==> config.mk <==
export PLATFORM = sky130hd
export DESIGN_NAME = ahb_decoder_mux
export DESIGN_NICKNAME = d
export VERILOG_FILES = /design/src/rtl/ahb_pkg.sv /design/src/rtl/ahb_default_slave.sv /design/src/rtl/ahb_decoder_mux.sv
export SDC_FILE = /design/constraint.sdc
export NUM_CORES = 1
export LEC_CHECK = 0
export CAP_MARGIN = 20
export CELL_PAD_IN_SITES_DETAIL_PLACEMENT = 0
export CELL_PAD_IN_SITES_GLOBAL_PLACEMENT = 1
export CORE_MARGIN = 8
export CORE_UTILIZATION = 10
export CTS_BUF_LIST = sky130_fd_sc_hd__clkbuf_8 sky130_fd_sc_hd__clkbuf_16
export DETAILED_ROUTE_END_ITERATION = 8
export PLACE_DENSITY = 0.95
export SYNTH_ARGS = -nofsm -noshare
export SYNTH_HDL_FRONTEND = slang
export SYNTH_SLANG_ARGS = --single-unit
==> constraint.sdc <==
create_clock -name i_hclk -period 1.96 [get_ports i_hclk]
set_input_delay 0.196 -clock i_hclk [delete_from_list [all_inputs] [get_ports i_hclk]]
set_output_delay 0.196 -clock i_hclk [all_outputs]
set_load 0.005 [all_outputs]
==> src/rtl/ahb_pkg.sv <==
// Shared AHB-Lite encodings, default-slave state type and the region
// match helper used by the decoder/mux slice.
package ahb_pkg;

  localparam logic [1:0] HTRANS_IDLE   = 2'b00;
  localparam logic [1:0] HTRANS_BUSY   = 2'b01;
  localparam logic [1:0] HTRANS_NONSEQ = 2'b10;
  localparam logic [1:0] HTRANS_SEQ    = 2'b11;

  localparam logic HRESP_OKAY  = 1'b0;
  localparam logic HRESP_ERROR = 1'b1;

  typedef enum logic [1:0] {
    DS_IDLE = 2'b00,
    DS_ERR1 = 2'b01,
    DS_ERR2 = 2'b10
  } ds_state_e;

  // Inclusive on both ends, so a region ending at 0xFFFF_FFFF needs no wrap handling.
  function automatic logic addr_in_range(input logic [31:0] addr,
                                         input logic [31:0] lo,
                                         input logic [31:0] hi);
    return (addr >= lo) && (addr <= hi);
  endfunction

endpackage

==> src/rtl/ahb_default_slave.sv <==
// Built-in default slave: answers unmapped NONSEQ/SEQ transfers with a
// two-cycle ERROR response and unmapped IDLE/BUSY with a zero-wait OKAY.
module ahb_default_slave
  import ahb_pkg::*;
(
  input  logic       clk,
  input  logic       rst_n,
  input  logic       sel_default,
  input  logic [1:0] htrans,
  input  logic       hready_in,
  output logic       hready,
  output logic       hresp
);

  ds_state_e state_q, state_d;
  logic      hready_q, hready_d;
  logic      hresp_q, hresp_d;
  logic      active;
  logic      err_start;

  always_comb begin
    active = 1'b0;
    case (htrans)
      HTRANS_NONSEQ, HTRANS_SEQ: active = 1'b1;
      HTRANS_IDLE, HTRANS_BUSY:  active = 1'b0;
      default:                   active = 1'b0;
    endcase
    err_start = hready_in && sel_default && active;
  end

  // Outputs are derived from the next state so they are registered with it.
  always_comb begin
    state_d = state_q;
    case (state_q)
      DS_IDLE: if (err_start) state_d = DS_ERR1;
      DS_ERR1: state_d = DS_ERR2;
      DS_ERR2: state_d = err_start ? DS_ERR1 : DS_IDLE;
      default: state_d = DS_IDLE;
    endcase
    hready_d = (state_d != DS_ERR1);
    hresp_d  = (state_d == DS_IDLE) ? HRESP_OKAY : HRESP_ERROR;
  end

  always_ff @(posedge clk or negedge rst_n) begin
    if (!rst_n) begin
      state_q  <= DS_IDLE;
      hready_q <= 1'b1;
      hresp_q  <= HRESP_OKAY;
    end else begin
      state_q  <= state_d;
      hready_q <= hready_d;
      hresp_q  <= hresp_d;
    end
  end

  assign hready = hready_q;
  assign hresp  = hresp_q;

endmodule

==> src/rtl/ahb_decoder_mux.sv <==
// AHB-Lite address decoder plus slave response multiplexer for one master
// layer; unmapped space is served by the built-in default slave.
module ahb_decoder_mux
  import ahb_pkg::*;
#(
  parameter int          NUM_SLAVES = 4,
  parameter int          DATA_WIDTH = 32,
  parameter logic [31:0] START_ADDR [0:NUM_SLAVES-1] = '{default: 32'h0},
  parameter logic [31:0] END_ADDR   [0:NUM_SLAVES-1] = '{default: 32'h0}
) (
  input  logic                             i_hclk,
  input  logic                             i_hresetn,
  input  logic [31:0]                      i_haddr,
  input  logic [1:0]                       i_htrans,
  output logic [NUM_SLAVES-1:0]            o_hsel,
  input  logic [NUM_SLAVES-1:0]            i_hreadyout_s,
  input  logic [NUM_SLAVES-1:0]            i_hresp_s,
  input  logic [NUM_SLAVES*DATA_WIDTH-1:0] i_hrdata_s,
  output logic                             o_hready,
  output logic                             o_hresp,
  output logic [DATA_WIDTH-1:0]            o_hrdata
);

  logic [NUM_SLAVES:0] dsel_q, dsel_d;
  logic                found;
  logic                sel_default;
  logic                ds_hready;
  logic                ds_hresp;

  // Lowest matching index wins, keeping o_hsel one-hot or zero on overlaps.
  always_comb begin
    o_hsel = '0;
    found  = 1'b0;
    for (int i = 0; i < NUM_SLAVES; i++) begin
      if (!found && addr_in_range(i_haddr, START_ADDR[i], END_ADDR[i])) begin
        o_hsel[i] = 1'b1;
        found     = 1'b1;
      end
    end
    sel_default = !found;
  end

  always_comb begin
    dsel_d = o_hready ? {sel_default, o_hsel} : dsel_q;
  end

  always_ff @(posedge i_hclk or negedge i_hresetn) begin
    if (!i_hresetn) begin
      dsel_q <= {1'b1, {NUM_SLAVES{1'b0}}};
    end else begin
      dsel_q <= dsel_d;
    end
  end

  ahb_default_slave u_default_slave (
    .clk         (i_hclk),
    .rst_n       (i_hresetn),
    .sel_default (sel_default),
    .htrans      (i_htrans),
    .hready_in   (o_hready),
    .hready      (ds_hready),
    .hresp       (ds_hresp)
  );

  always_comb begin
    o_hready = 1'b1;
    o_hresp  = HRESP_OKAY;
    o_hrdata = '0;
    if (dsel_q[NUM_SLAVES]) begin
      o_hready = ds_hready;
      o_hresp  = ds_hresp;
    end
    for (int i = 0; i < NUM_SLAVES; i++) begin
      if (dsel_q[i]) begin
        o_hready = i_hreadyout_s[i];
        o_hresp  = i_hresp_s[i];
        o_hrdata = i_hrdata_s[i*DATA_WIDTH +: DATA_WIDTH];
      end
    end
  end

endmodule

==> results.tsv, run 1 <==
stage	metric	value	unit
run_status	outcome	completed	
synthesis	synth_warnings	0	
sta	slew_viol_final	0	
clocking	insertion_delay	0.22	ns
placement	routabilityCongestion	0.675	
synthesis	ffs_latches_synth	6	
pwr	p_switching	0.323	mW
synthesis	post_synth_num_cell_types	20	
detailed_routing	top_signal_layer_used	met4	
detailed_routing	drt_first_pass_iters	3	
floorplanning	starting_density_of_the_core	10.4	%
pwr	power_leakage	0.662	nW
detailed_routing	detailroute.wirelength.met2	1560	µm
pwr	internal_power	0.787	mW
synthesis	synth-simple-area-share	56.1	%
pwr	total_power	1.11	mW
detailed_routing	drc_errors	0	
final_layout	num-nets-final	350	
detailed_routing	wl_met3	404	µm
critical_path	crit_type	reg -> out	
synthesis	synth.cell_area	573	µm²
global_routing	grt_max_degree	36	
pwr	relative_contribution_of_sequential_cells_to_total_power	18.3	%
clocking	cts.hold.buffers_added	0	
detailed_routing	first_iter_violations	10	
final_layout	post-route-util	31.7	%
final_layout	layout_cell_share_with_drive_strength_beyond_1	8.47	%
detailed_routing	post_drt_via_cell_ratio	3.59	
detailed_routing	detailed_route_via_count	895	
detailed_routing	routed_wl	3150	µm
critical_path	critical_path.reg2reg.startpoint	dsel_q[4]	
flow_run	timing.max_cap.violations	0	
global_routing	grt_pass1_wl	4890	µm
critical_path	worst_setup_path_start_kind	flop	
final_layout	multiInputGateArea	400	µm²
floorplanning	fp-row-count	27	
placement	detailed_place_hpwl	2830	µm
critical_path	timing.critical_path.arrival	1.60	ns
min_path	hold_path.class	in -> async	
floorplanning	die_w	91.7	µm
clocking	clock-sinks	6	
global_routing	first_global_vias	1063	
detailed_routing	routed_wire_length_per_instance	12.7	µm
sta	finalHoldWorstSlack	0.214	ns
sta	worst_clock_skew	0.00602	ns
clocking	cts_inserted_buffers	3	
critical_path	depth_of_the_worst_register_to_register_path	3	
final_layout	layoutNonFillerInstCount	249	
sta	setup_total_negative_slack	0	ns
placement	place.port_buffers	103	
synthesis	post_synth.cell_area_avg	7.85	µm²
floorplanning	fp.dieArea	8410	µm²
synthesis	muxShareOfSynthArea	0	%
placement	detailed_place.area	1680	µm²
global_routing	global_route.usage.total	7.25	%
sta	final.min_clock_period	1.80	ns
pwr	power.share.clock	17.1	%
final_layout	diodes_inserted	0	
clocking	clk_path_buf_depth	2	
synthesis	seq_area_frac_synth	26.6	%
placement	placed_cells_incl_taps	245	
critical_path	timing.critical_path.to_type	output pin	
synthesis	cell_count_after_synthesis	73	
critical_path	reg2reg_to	u_default_slave.hresp	
clocking	cts.clk_slew.worst_paths	0.04	ns
final_layout	area_delta_synth_final	205	%
critical_path	critical_path_peak_fanout	7	
sta	crit_path_setup_slack_layout	0.160	ns
critical_path	flop2flop_setup_slack	0.69	ns
pwr	powerDensity	636	nW/µm²
pwr	proportion_of_power_drawn_by_combinational_gates	64.6	%
floorplanning	io-pin-count	210	
pwr	p_sw_share	29.1	%
sta	max_clock_freq	556	MHz
synthesis	synth_top_family_by_area	simple AND/OR/NAND/NOR gates	
floorplanning	chipHeight	91.7	µm
sta	final_hold_vios	0	
clocking	tritoncts	yes	
synthesis	post_synth_fa_ha_maj_area_fraction	0	%
pwr	worst_ir_drop_vdd	0.000219	V
synthesis	synth_xor_area_share	0	%
final_layout	layout.area.seq	153	µm²
sta	period_share	91.8	%
global_routing	grt_remaining_overflow	0	
sta	final-setup-viol-count	0	
clocking	cts_max_level	1	
critical_path	critPathRequiredTime	1.76	ns
synthesis	synth_compound_gate_area_share	7.42	%
global_routing	antenna_found_initial	0	
detailed_routing	drt-met1-wl	1180	µm
floorplanning	core_area	5510	µm²
detailed_routing	antenna_viol_nets_final	0	
final_layout	design_area	1750	µm²
clocking	cts_root_buffer	clkbuf_8	
placement	dp_slack	-0.0219	ns
sta	grt_setup_unrepaired	no	
final_layout	fillerInstances	594	
[critical path, cell delays in order, from the launching register on]
cell,delay (ns)
dfstp_2,0.53
or3b_4,0.40
o21ai_4,0.11
inv_1,0.07
dlygate4sd2_1,0.28
[worst max path at each step]
stage / start / endpoint / slack (ns) / cells after the start
finish: dsel_q[4] / o_hready / 0.16 / 4
detailed placement: i_haddr[25] / o_hsel[0] / -0.02 / 5
global placement: i_haddr[0] / o_hsel[0] / -0.009 / 5
floorplan: dsel_q[4] / o_hready / 0.71 / 3
CTS: i_haddr[25] / o_hsel[0] / 0.003 / 5
global route: dsel_q[0] / o_hready / 0.1 / 5
[routing by layer]
| metal | vias up | track usage (%) |
|---|---|---|
| met3 | 2 | 4.56 |
| met4 | 0 | 2.01 |
| met2 | 67 | 12.5 |
| met1 | 383 | 7.05 |
| li1 | 443 | - |
| met5 | - | 0 |
[cell families after synthesis]
logic type             Yosys count
AND/OR/NAND/NOR                 51
buffers and inverters           10
flip-flops                       6
AO/OA/AOI/OAI                    5
other                            1
[synthesized netlist by cell type, drive strengths merged]
cell | n | area, µm²
and2 | 32 | 200
nor4 | 8 | 56.3
buf | 4 | 30.0
dfrtp | 4 | 100
nand2 | 4 | 15.0
clkbuf | 3 | 11.3
inv | 3 | 11.3
o21ai | 3 | 26.3
dfstp | 2 | 52.6
nand4 | 2 | 12.5
nor2 | 2 | 15.0
conb | 1 | 3.75
nor3 | 1 | 5.00
o21a | 1 | 7.51
o32ai | 1 | 8.76
or3 | 1 | 6.26
or3b | 1 | 11.3
[cell usage in the layout (no fill, tap or decap), types with 2 or more instances in the layout]
cell             count
nand4_1              2
nor4_1               3
clkdlybuf4s50_1    101
dfstp_2              2
buf_4                2
conb_1               3
o21ai_0              2
inv_1                4
nand2_1              4
dfrtp_1              4
clkbuf_8             3
and2_1              32
nor4_2               5
[area by class of cell]
type | count | area share [%]
Clock buffer | 3 | 2.36
Clock inverter | 1 | 0.215
Inverter | 3 | 0.645
Multi-Input combinational cell | 59 | 22.9
Sequential cell | 6 | 8.74
Tap cell | 72 | 5.16
Timing Repair Buffer | 105 | 60.0
[sequential cells by signal, indices dropped and copies added (netlist names)]
signal                   count
dsel_q                       2
u_default_slave.hready       1
u_default_slave.hresp        1
u_default_slave.state_q      2
[power by group through the flow]
stage / logic (mW) / registers (mW) / clock network (mW)
3_3_place_gp: 0.724 / 0.201 / 0
4_1_cts: 0.733 / 0.205 / 0.199
3_5_place_dp: 0.736 / 0.205 / 0
2_1_floorplan: 0.256 / 0.205 / 0
6_report: 0.717 / 0.203 / 0.190
5_1_grt: 0.788 / 0.207 / 0.204
[timing repair]
action | CTS | global route
setup endpoints to repair | 2 | 1
gates resized for setup | 3 | 3
buffers inserted | 0 | 0
endpoints found under the hold margin | 0 | 0
pin swaps | 1 | 1
Power figures use the tool's default switching activity.
==> run 2: changes to the inputs <==
Settings changed: CAP_MARGIN 20 to 10.
==> results of run 2 <==
The final DEF is identical to that of run 1; final timing and power are the same.
